--- config.mk ---
export PLATFORM = sky130hd
export DESIGN_NAME = fetch_unit
export DESIGN_NICKNAME = d
export VERILOG_FILES = /design/src/rtl/fetch_pkg.sv /design/src/rtl/fetch_queue.sv /design/src/rtl/fetch_unit.sv
export SDC_FILE = /design/constraint.sdc
export NUM_CORES = 1
export LEC_CHECK = 0
export CORE_ASPECT_RATIO = 1.4
export CORE_UTILIZATION = 35
export DETAILED_ROUTE_END_ITERATION = 10
export HOLD_SLACK_MARGIN = 0.12
export SYNTH_ARGS = -nofsm -noshare
export SYNTH_HDL_FRONTEND = slang
export SYNTH_SLANG_ARGS = --single-unit
--- constraint.sdc ---
create_clock -name clk -period 8.5 [get_ports clk]
set_clock_uncertainty 0.15 [all_clocks]
set_input_delay 2.125 -clock clk [delete_from_list [all_inputs] [get_ports clk]]
set_output_delay 2.125 -clock clk [all_outputs]
set_load 0.03 [all_outputs]
--- src/rtl/fetch_pkg.sv ---
// fetch_pkg: shared widths and types for the instruction-fetch stage
package fetch_pkg;
  localparam int ADDR_W = 32;
  localparam int INSTR_W = 32;
  localparam int WORD_BYTES = 4;
  localparam int QDEPTH_DEF = 2;
  typedef struct packed {
    logic [ADDR_W-1:0]  pc;
    logic [INSTR_W-1:0] instr;
  } fetch_entry_t;
  typedef logic [$clog2(QDEPTH_DEF+1)-1:0] qcount_t;
endpackage

--- src/rtl/fetch_queue.sv ---
// fetch_queue: small sync FIFO with flush, occupancy count and same-cycle push/pop
module fetch_queue #(
  parameter int W     = 64,
  parameter int DEPTH = 2
) (
  input  logic                       clk,
  input  logic                       rst_n,
  input  logic                       i_flush,
  input  logic                       i_push,
  input  logic [W-1:0]               i_data,
  input  logic                       i_pop,
  output logic [W-1:0]               o_data,
  output logic                       o_empty,
  output logic [$clog2(DEPTH+1)-1:0] o_count
);
  localparam int AW = $clog2(DEPTH);
  localparam int CW = $clog2(DEPTH+1);
  logic [W-1:0]  r_mem [DEPTH];
  logic [AW-1:0] r_wr, r_rd;
  logic [CW-1:0] r_count;
  logic          w_pop;
  assign w_pop   = i_pop & (r_count != '0);
  assign o_data  = r_mem[r_rd];
  assign o_empty = r_count == '0;
  assign o_count = r_count;
  always_ff @(posedge clk or negedge rst_n) begin
    if (!rst_n) begin
      r_wr    <= '0;
      r_rd    <= '0;
      r_count <= '0;
      for (int i = 0; i < DEPTH; i++) r_mem[i] <= '0;
    end else if (i_flush) begin
      r_wr    <= '0;
      r_rd    <= '0;
      r_count <= '0;
    end else begin
      if (i_push) begin
        r_mem[r_wr] <= i_data;
        r_wr        <= r_wr + 1'b1;
      end
      if (w_pop) r_rd <= r_rd + 1'b1;
      r_count <= r_count + CW'(i_push) - CW'(w_pop);
    end
  end
  // upstream credit accounting must make a push into a full queue impossible
  always @(posedge clk)
    if (rst_n && !i_flush) assert (!(i_push && !w_pop && r_count == CW'(DEPTH)));
endmodule

--- src/rtl/fetch_unit.sv ---
// fetch_unit: PC owner issuing in-order imem reads, buffering words for decode, flushing on redirect
module fetch_unit
  import fetch_pkg::*;
#(
  parameter logic [31:0] RESET_PC = 32'h0000_0000,
  parameter int          QDEPTH   = 2,
  parameter int          MAX_OUT  = 2
) (
  input  logic        clk,
  input  logic        reset,
  output logic        imem_req_valid,
  input  logic        imem_req_ready,
  output logic [31:0] imem_req_addr,
  input  logic        imem_rsp_valid,
  input  logic [31:0] imem_rsp_data,
  output logic        instr_valid,
  input  logic        instr_ready,
  output logic [31:0] instr,
  output logic [31:0] instr_pc,
  input  logic        redirect,
  input  logic [31:0] redirect_pc
);
  localparam int CW = $clog2(QDEPTH+1);
  localparam int OW = $clog2(MAX_OUT+1);
  logic [31:0]   r_pc, r_req_addr;
  logic [OW-1:0] r_out, r_drop;
  logic          r_req_pend, r_pend_drop;
  logic [CW-1:0] w_qcount;
  logic [OW-1:0] w_tag_count, w_out_nxt;
  logic [31:0]   w_tag;
  logic          w_q_empty, w_tag_empty, w_credit, w_acc, w_hold, w_push, w_pop, w_drop_rsp;
  logic          w_unused;
  fetch_entry_t  w_head, w_entry;
  assign w_unused       = ^redirect_pc[1:0];
  assign w_credit       = (32'(r_out) + 32'(w_qcount) < 32'(QDEPTH)) && (r_out < OW'(MAX_OUT));
  assign imem_req_valid = reset & (r_req_pend | w_credit);
  assign imem_req_addr  = r_req_pend ? r_req_addr : r_pc;
  assign w_acc          = imem_req_valid & imem_req_ready;
  assign w_hold         = imem_req_valid & ~imem_req_ready;
  assign w_drop_rsp     = imem_rsp_valid & (r_drop != '0);
  assign w_push         = imem_rsp_valid & (r_drop == '0) & ~redirect;
  assign w_pop          = ~w_q_empty & instr_ready & ~redirect;
  assign w_out_nxt      = r_out + OW'(w_acc) - OW'(imem_rsp_valid);
  assign w_entry        = '{pc: w_tag, instr: imem_rsp_data};
  assign instr_valid    = ~w_q_empty;
  assign instr          = w_head.instr;
  assign instr_pc       = w_head.pc;
  // every in-flight request, including a held one accepted later, is stale once redirected
  always_ff @(posedge clk or negedge reset) begin
    if (!reset) begin
      r_pc        <= RESET_PC;
      r_req_addr  <= '0;
      r_out       <= '0;
      r_drop      <= '0;
      r_req_pend  <= 1'b0;
      r_pend_drop <= 1'b0;
    end else begin
      r_out       <= w_out_nxt;
      r_req_pend  <= w_hold;
      r_req_addr  <= imem_req_addr;
      r_pend_drop <= w_hold & (redirect | r_pend_drop);
      r_drop      <= redirect ? w_out_nxt : r_drop - OW'(w_drop_rsp) + OW'(w_acc & r_pend_drop);
      r_pc        <= redirect ? {redirect_pc[31:2], 2'b00} :
                     (w_acc & ~r_pend_drop) ? r_pc + 32'(WORD_BYTES) : r_pc;
    end
  end
  fetch_queue #(.W($bits(fetch_entry_t)), .DEPTH(QDEPTH)) u_iq (
    .clk     (clk),
    .rst_n   (reset),
    .i_flush (redirect),
    .i_push  (w_push),
    .i_data  (w_entry),
    .i_pop   (w_pop),
    .o_data  (w_head),
    .o_empty (w_q_empty),
    .o_count (w_qcount)
  );
  // tags are never flushed: dropped responses still retire their tag in order
  fetch_queue #(.W(32), .DEPTH(MAX_OUT)) u_tag (
    .clk     (clk),
    .rst_n   (reset),
    .i_flush (1'b0),
    .i_push  (w_acc),
    .i_data  (imem_req_addr),
    .i_pop   (imem_rsp_valid),
    .o_data  (w_tag),
    .o_empty (w_tag_empty),
    .o_count (w_tag_count)
  );
  always @(posedge clk)
    if (reset) begin
      assert (!(imem_rsp_valid && w_tag_empty));
      assert (w_tag_count == r_out);
      assert (r_drop <= r_out);
    end
endmodule

; ---- Word-level counts from Yosys, hierarchy flattened
; Cells that the tools add are included.
[totals]
ram_bits = 0
mem_count = 0
out_inout_bits = 98
rom_bits = 0
latch_bits = 0
reg_bits = 270
[op_classes]
n_reduce_logical = 12
div = 0
muxes = 21
n_bitwise = 23
multipliers = 0
eq_ne = 0
n_lt_le_gt_ge = 8
n_addsub = 14
n_shift = 0
[ops]
columns = cell, n
row1 = two-way mux 64 bit, 4
row2 = two-way mux 32 bit, 7
row3 = bitwise mux 128 bit, 1
row4 = bitwise mux 64 bit, 1
row5 = demux 64 bit (select 1 bit), 1
row6 = adder 32 x 3 -> 32 bit (second input constant), 1
row7 = demux 32 bit (select 1 bit), 1
row8 = bitwise AND 1 bit, 13
row9 = nonzero test 2 bit, 6
row10 = adder 2 x 1 -> 2 bit, 4
row11 = greater-or-equal comparator 2 bit (second input constant), 4
row12 = NOT 1 -> 2 bit, 4
row13 = subtractor 2 x 1 -> 2 bit, 4
row14 = adder 1 bit (second input constant), 4
row15 = logical NOT 2 bit, 2
row16 = less-than comparator 2 x 1 -> 1 bit (second input constant), 2
row17 = two-way mux 1 bit, 4
row18 = two-way mux 2 bit, 2
row19 = NOT 1 bit, 4
row20 = adder 2 x 2 -> 3 bit, 1
row21 = logical AND 1 bit, 3
row22 = less-than comparator 3 x 2 -> 1 bit (second input constant), 1
row23 = less-than comparator 2 bit (second input constant), 1
row24 = OR 1 bit, 2
row25 = AND reduction 2 bit, 1

; ---- Depth between registers and ports, before layout
; Gate-level depths: netlist of the first run.
[depth]
ltp_word = 9
depth_mapped = 12
ltp_nobuf = 11

; ---- Cells and area by module
; A second synthesis of the first run with hierarchy kept.
[unflattened]
hier_cells = 854
area_unflattened_um2 = 12409.4
[modules_own_cells]
columns = module, instances, seq_area_each_um2, area_each_um2, cells_each
row1 = fetch_queue at u_iq, 1, 3303.2, 6070.8, 361
row2 = fetch_unit, 1, 1701.6, 3331.9, 303
row3 = fetch_queue at u_tag, 1, 1701.6, 3006.6, 190

; ---- Worst setup path after synthesis of the first run
; Ideal clock, no wire load.
[synth_path]
path_type = input port to output port
from = input port reset
to = output port imem_req_valid
path_stages = 2
setup_slack_ns = 3.807
arrival_ns = 2.418
required_time_ns = 6.225
cell_sequence = o21ai_0 inv_1
[synth_between]
elab_chain_cells = 1
[synth_rtl]
columns = element, line
row1 = "start, declared", fetch_unit.sv:10  ; input logic reset,
row2 = bitwise AND 1 bit, fetch_unit.sv:36  ; assign imem_req_valid = reset & (r_req_pend | w_credit);
row3 = "end, declared", fetch_unit.sv:11  ; output logic imem_req_valid,
; No other way between the ends.

; ---- Worst setup path after layout of the first run
; Ends and elaborated chain as after synthesis.

==> results of run 1 <==
==> cell usage after synthesis (9+ instances only) <==
cell | n | area [µm²]
a31oi_1 | 22 | 137.6
or4_1 | 17 | 127.6
mux2_2 | 97 | 1092
xor2_1 | 10 | 87.58
dfrtp_1 | 268 | 6706
mux2i_1 | 63 | 630.6
buf_2 | 9 | 45.04
o31ai_1 | 16 | 120.1
o21ai_1 | 22 | 110.1
buf_6 | 10 | 112.6
o21ai_0 | 115 | 575.6
mux2_4 | 32 | 480.5
nor2_1 | 29 | 108.9
clkbuf_1 | 45 | 168.9
inv_1 | 39 | 146.4
ha_1 | 9 | 112.6
nand4_1 | 12 | 75.07
nand2_1 | 148 | 555.5
==> final cells by class <==
class	instances	area (µm²)
clock buffer	43	828.3
fill	3126	18560
multi-input combinational	665	4846
tap	445	556.8
sequential	268	6710
clock inverter	9	102.6
timing repair buffer	176	1752
inverter	40	150.1
==> worst min-delay path by stage <==
| stage | from | endpoint |
|---|---|---|
| 2_1_floorplan | u_iq.r_mem[32] | u_iq.r_mem[32] |
| 5_1_grt | u_tag.r_mem[62] | u_tag.r_mem[62] |
| 4_1_cts | u_iq.r_mem[109] | u_iq.r_mem[109] |
| 3_3_place_gp | u_iq.r_mem[45] | u_iq.r_mem[45] |
| 6_report | u_iq.r_mem[109] | u_iq.r_mem[109] |
| 3_5_place_dp | u_iq.r_mem[109] | u_iq.r_mem[109] |
==> layer usage <==
layer	up-vias	GRT usage	share of wire
li1	3919	-	-
met1	3864	0.2117	0.47
met2	193	0.2441	0.46
met3	40	0.02193	0.044
met4	0	0.05521	0.027
met5	-	0	0
==> worst max-delay path, cell delays in order <==
cell	delay, ns
buf_8	0.38
o21ai_0	0.25
inv_1	0.10
clkdlybuf4s50_1	0.66
==> cells by family (layout without fill, tap and decap cells) <==
group / Yosys count / in the layout / share of synthesized area
DFF: 268 / 268 / 0.5585
and+or+nand+nor: 246 / 246 / 0.09763
AOI/OAI and AO/OA: 201 / 201 / 0.09659
muxes: 192 / 192 / 0.1835
buffers and inverters: 108 / 268 / 0.04105
xor gates and xnor gates: 16 / 16 / 0.01167
adders and majority gates: 10 / 10 / 0.01105
==> state kept, by name, summed over array words and instances (netlist names), 2 cells and up <==
signal and flops:
u_iq.o_count 2, r_out 2, u_tag.o_count 2, u_tag.r_mem 64
r_req_addr 32, u_iq.r_mem 128, r_pc 30, r_drop 2
==> where the power goes <==
| part | internal (µW) | leakage [µW] | switching [µW] | total (µW) |
|---|---|---|---|---|
| clock network | 732 | 0.000461 | 500 | 1230 |
| registers | 1720 | 0.00335 | 282 | 2000 |
| logic | 906 | 0.00279 | 1000 | 1910 |
==> per-stage QoR <==
| stage | setup slack, ns | instances | util | power [µW] |
|---|---|---|---|---|
| final | 2.652 | 1646 | 0.4460 | 5145 |
| after global routing | 2.473 | 1646 | 0.4460 | 5470 |
| after floorplan | 3.807 | 1041 | - | 3271 |
| after detailed placement | 2.600 | 1594 | 0.4182 | 3959 |
| after CTS | 2.592 | 1646 | 0.4460 | 5221 |
| after global placement | 2.619 | 1594 | 0.4182 | 3906 |
==> summary.txt, run 1 <==
LAYOUT
----------------------------------------------------------------------------
Diodes inserted ...............................................            0
Final nets ....................................................         1259
Top library cells by usage in the layout, fill and taps aside . dfrtp_1, clkdlybuf4s50_1, nand2_1
Area growth from synthesis to final layout ....................       24.47%
Most common cell after layout, fill and taps aside ............      dfrtp_1
Cell area after layout ........................................    14950 µm²
Fraction of layout cells with a size suffix above 1 ...........       0.1707

GLOBAL ROUTING
----------------------------------------------------------------------------
Tot GR Track Use ..............................................       0.1536
Initial antenna violation count ...............................            0
Maximum number of pins on one net before global-route repair ..           97
Via count of the first global-routing pass ....................         7857
First-pass GRT wire length ....................................     42690 µm
Remaining global-route overflow ...............................            0

CLOCK NETWORK
----------------------------------------------------------------------------
Resize count post-CTS .........................................            0
Inserted Clock Buffers ........................................           28
CTS Root Cell .................................................    clkbuf_16
Clock tree from TritonCTS .....................................         done
CTS H-tree lvls ...............................................            1
Total setup buffers inserted after CTS ........................            0
Clock insertion delay at the later pin of the skew report .....      0.55 ns
Number of clock sinks seen by CTS .............................          268
Clock Pin Slew Worst Setup and Hold Paths .....................      0.06 ns
Maximum clock insertion buffer count ..........................            3
Hold-fix buffers at CTS .......................................            0

CRITICAL PATH
----------------------------------------------------------------------------
Worst Path Max Fanout .........................................           69
Critical path destination ..................................... imem_req_valid
Data required time at the worst endpoint ......................      6.23 ns
Worst reg-to-reg path cell count ..............................            7
RR Endpoint ...................................................     r_pc[29]
Start-to-end type of the worst setup path ..................... primary input to output pin
Reg-to-reg critical path startpoint ...........................     r_out[0]
CP endpoint kind ..............................................   output pin
Crit path launch ..............................................        reset
Sort of element at the start of the critical path ............. primary input
CP arrival ....................................................      3.57 ns
Slack of the worst reg-to-reg path ............................      5.57 ns

ROUTING
----------------------------------------------------------------------------
Number of iterations in the first detailed-routing pass .......            4
Total Routed Length ...........................................     26340 µm
Antenna-violating nets left ...................................            0
Total via count in the routed design ..........................         8016
Initial DRC Count .............................................          359
DR DRC count ..................................................            0
Final routed wire length divided by cell count ................     16.00 µm
Ratio of routed vias to standard cells ........................        4.870

DIE
----------------------------------------------------------------------------
Die area ......................................................    35060 µm²
Core Footprint ................................................    33510 µm²
Starting density of the core ..................................       0.3584
Die Y .........................................................     221.2 µm
Number of top-level design ports ..............................          168
Horiz. Die Dim ................................................     158.5 µm
Num rows ......................................................           79

STA
----------------------------------------------------------------------------
Final worst path period share .................................       0.6880
Fmax achieved .................................................    171.0 MHz
Number of slew-limit violations in the final report ...........            0
Number of setup violations in the final report ................            0
Max-slew headroom at the worst pin ............................       0.2995
Min Hold Slack ................................................    0.3222 ns
Setup repair after global routing missed its margin ...........        false
Final hold violation count ....................................            0
Worst Tran Pin Value ..........................................     1.051 ns
Final sum of negative setup slack .............................         0 ns
Final critical delay including setup and external delays ......     5.848 ns

RUN STATUS
----------------------------------------------------------------------------
Outcome ....................................................... complete, no violations

SYNTHESIS
----------------------------------------------------------------------------
Synthesized net count .........................................         1121
Post-synthesis sequential area ratio ..........................       0.5585
Mean instance size in the synthesized netlist .................    11.53 µm²
Post-synth EDFFs ..............................................            0
Most used flip-flop cell after synthesis ......................      dfrtp_1
Total number of yosys warnings ................................            0
Async S/R FF share, synth .....................................        1.000
Synth Register Bits ...........................................          268
Summed instance area of the synthesized netlist ...............    12010 µm²
Post-Syn Instances ............................................         1041
Yosys cell types ..............................................           45

RUN
----------------------------------------------------------------------------
Count of maximum capacitance violations .......................            0

POWER
----------------------------------------------------------------------------
Static leakage ................................................  0.006606 µW
Power density relative to cell area ........................... 344.2 nW/µm²
Max IR drop VDD ...............................................    0.1672 mV

PLACE
----------------------------------------------------------------------------
Gp weighted congestion ........................................       0.8253
Estimated wirelength of the detail-placed design ..............     17490 µm
Count of buffers inserted at the top-level ports ..............          165
Dpl cell area .................................................    14010 µm²

WORST HOLD PATH
----------------------------------------------------------------------------
Kind of path behind the tightest hold check ................... flop to flop
Number of cells traversed by the worst hold path ..............            2

No activity file was read; power rests on OpenSTA's default activity.
==> run 2: changes to the inputs <==
==> constraint.sdc (replaced) <==
create_clock -name clk -period 5.54 [get_ports clk]
set_clock_uncertainty 0.15 [all_clocks]
set_input_delay 1.385 -clock clk [delete_from_list [all_inputs] [get_ports clk]]
set_output_delay 1.385 -clock clk [all_outputs]
set_load 0.03 [all_outputs]
==> summary.txt, run 2 (same netlist as run 1, synthesis figures left out) <==
CRITICAL PATH
----------------------------------------------------------------------------
CP arrival ....................................................      2.91 ns   -0.66 ns
Worst Path Max Fanout .........................................           43   -38%
CP cell instances ............................................. mux2i_1, inv_1, clkdlybuf4s50_1
Data required time at the worst endpoint ......................      4.01 ns   -2.22 ns
Master of the slowest instance on the critical path ...........      dfrtp_2
Worst path bufs/invs ..........................................            2   -1
CP endpoint kind ..............................................   output pin
Crit path max-delay family ....................................   flip-flops
Sort of element at the start of the critical path .............         flop
Start-to-end type of the worst setup path ..................... flop to output pin
Worst path max stage delay ....................................      1.14 ns   +0.48 ns

CLOCK NETWORK
----------------------------------------------------------------------------
Clock tree from TritonCTS .....................................         done
Clock insertion delay at the later pin of the skew report .....      0.54 ns   about the same
Total setup buffers inserted after CTS ........................            0   unchanged
Number of clock sinks seen by CTS .............................          268   unchanged
Maximum clock insertion buffer count ..........................            3   unchanged
CTS H-tree lvls ...............................................            1   unchanged
Inserted Clock Buffers ........................................           29   +3.6%
Resize count post-CTS .........................................            0   unchanged
Clock Pin Slew Worst Setup and Hold Paths .....................      0.06 ns   about the same
CTS Root Cell .................................................    clkbuf_16
Hold-fix buffers at CTS .......................................            0   unchanged

ROUTING
----------------------------------------------------------------------------
Initial DRC Count .............................................          382   +6.4%
Total via count in the routed design ..........................         8043   +0.34%
Ratio of routed vias to standard cells ........................        4.880   +0.22%
Antenna-violating nets left ...................................            0   unchanged
Number of iterations in the first detailed-routing pass .......            4   unchanged
DR DRC count ..................................................            0   unchanged
Total Routed Length ...........................................     26580 µm   +0.88%
Final routed wire length divided by cell count ................     16.13 µm   +0.76%

LAYOUT
----------------------------------------------------------------------------
Reg with most FFs .............................................   u_iq.r_mem
Share of the core filled with cells in the final layout .......       0.4475   +0.001494
Final nets ....................................................         1263   +0.32%
Sequential cell area ..........................................     6710 µm²   unchanged
Area growth from synthesis to final layout ....................       24.88%
Fraction of layout cells with a size suffix above 1 ...........       0.1746   +0.003873
Cell area after layout ........................................    15000 µm²   +0.33%
Area occupied by multi-input gates ............................     4846 µm²   unchanged
Diodes inserted ...............................................            0   unchanged
Top library cells by usage in the layout, fill and taps aside . dfrtp_1, clkdlybuf4s50_1, nand2_1
Most common cell after layout, fill and taps aside ............      dfrtp_1
Regs by FF count .............................................. u_iq.r_mem: 128 flops, u_tag.r_mem: 64 flops, r_req_addr: 32 flops
Fill cell count ...............................................         3080   -1.5%
Max FFs per register ..........................................          128   unchanged

POWER
----------------------------------------------------------------------------
Flop pwr share ................................................        0.389   about the same
Portion of total power attributed to the clock network ........        0.243   +0.004
Design internal power .........................................      5199 µW   +55%
PnR Total Power ...............................................      7940 µW   +54%
Max IR drop VDD ...............................................    0.2458 mV   +47%
Switching share of total power ................................       0.3453   -0.001648
Static leakage ................................................  0.006627 µW   +0.33%
Combinational share of power ..................................        0.368   -0.003
Power density relative to cell area ........................... 529.5 nW/µm²   +54%
Switching power total .........................................      2741 µW   +54%

DIE
----------------------------------------------------------------------------
Die Y .........................................................     221.2 µm   unchanged
Starting density of the core ..................................       0.3584   unchanged
Number of top-level design ports ..............................          168   unchanged
Core Footprint ................................................    33510 µm²   unchanged
Num rows ......................................................           79   unchanged
Die area ......................................................    35060 µm²   unchanged
Horiz. Die Dim ................................................     158.5 µm   unchanged

STA
----------------------------------------------------------------------------
Final sum of negative setup slack .............................         0 ns   unchanged
Number of slew-limit violations in the final report ...........            0   unchanged
Max-slew headroom at the worst pin ............................       0.2222   -0.07726
Final worst path period share .................................       0.8030
Fmax achieved .................................................    224.8 MHz
Number of setup violations in the final report ................            0   unchanged
Final critical delay including setup and external delays ......     4.449 ns
Worst Tran Pin Value ..........................................     1.167 ns   +0.1159 ns
Final hold violation count ....................................            0   unchanged
Setup repair after global routing missed its margin ...........        false

GLOBAL ROUTING
----------------------------------------------------------------------------
First-pass GRT wire length ....................................     43500 µm   +1.9%
Routing usage on met1 .........................................       0.2065   -0.005177
Met3 track demand over resource in global routing .............      0.02468   +0.002742
Remaining global-route overflow ...............................            0   unchanged
Global Route met2 Usage .......................................       0.2528   +0.008772
Tot GR Track Use ..............................................       0.1553   +0.001690
Via count of the first global-routing pass ....................         8151   +3.7%
Maximum number of pins on one net before global-route repair ..          168   +73%
Most congested layer reported by global routing ...............         met2
Initial antenna violation count ...............................            0   unchanged

PLACE
----------------------------------------------------------------------------
Dpl cell area .................................................    14040 µm²   +0.16%
Estimated wirelength of the detail-placed design ..............     17780 µm   +1.7%
Gp weighted congestion ........................................       0.8195   -0.70%
Count of buffers inserted at the top-level ports ..............          165   unchanged

WORST HOLD PATH
----------------------------------------------------------------------------
Kind of path behind the tightest hold check ................... flop to flop

RUN STATUS
----------------------------------------------------------------------------
Outcome ....................................................... complete, no violations

RUN
----------------------------------------------------------------------------
Count of maximum capacitance violations .......................            0   unchanged

-- run 2: worst min-delay path, stage by stage, from the launching register on --
cell	delay (ns)
dfrtp_1	0.34
nand2_1	0.06
o21ai_2	0.05
-- run 2: area by class of cell --
cell class,instances,area share
clock inverters,8,0.006675
repair buffers,179,0.1183
flip-flops and latches,268,0.4475
multi-input cells,665,0.3232
inverters,40,0.01001
well taps,445,0.03713
clock buffers,43,0.05724
-- run 2: power groups by stage --
stage	registers (µW)	clock network (µW)	logic, µW
detailed placement	3130	0	2950
finish	3090	1930	2920
CTS	3100	1990	2970
floorplan	2920	0	2100
global placement	3100	0	2910
global route	3190	2070	3190
-- run 2: stage by stage --
| stage | setup slack [ns] | hold WS (ns) | cells |
|---|---|---|---|
| after global placement | 1.428 | 0.3059 | 1597 |
| after detailed placement | 1.418 | 0.3117 | 1597 |
| after CTS | 1.107 | 0.3265 | 1648 |
| final | 1.091 | 0.3190 | 1648 |
| after global routing | 0.9140 | 0.3412 | 1648 |
| after floorplan | 2.201 | 0.2944 | 1041 |
-- run 2: layer usage --
metal / routed length [µm] / share of wire
met5: 0 / 0
met4: 669 / 0.025
met3: 1266 / 0.048
met2: 12570 / 0.47
met1: 12070 / 0.45
-- run 2: worst paths after layout --
path,start,endpoint,cells past startpoint,slack (ns)
worst max-delay path,r_req_pend,imem_req_addr[14],3,1.09
worst min-delay path,u_iq.r_mem[106],u_iq.r_mem[106],2,0.32
worst max register to register,u_iq.o_count[0],r_pc[29],7,2.48
worst min register to register,u_iq.r_mem[106],u_iq.r_mem[106],2,0.32
max in group asynchronous,reset,u_tag.r_rd,2,3.37
min in group asynchronous,reset,r_req_addr[14],1,0.53
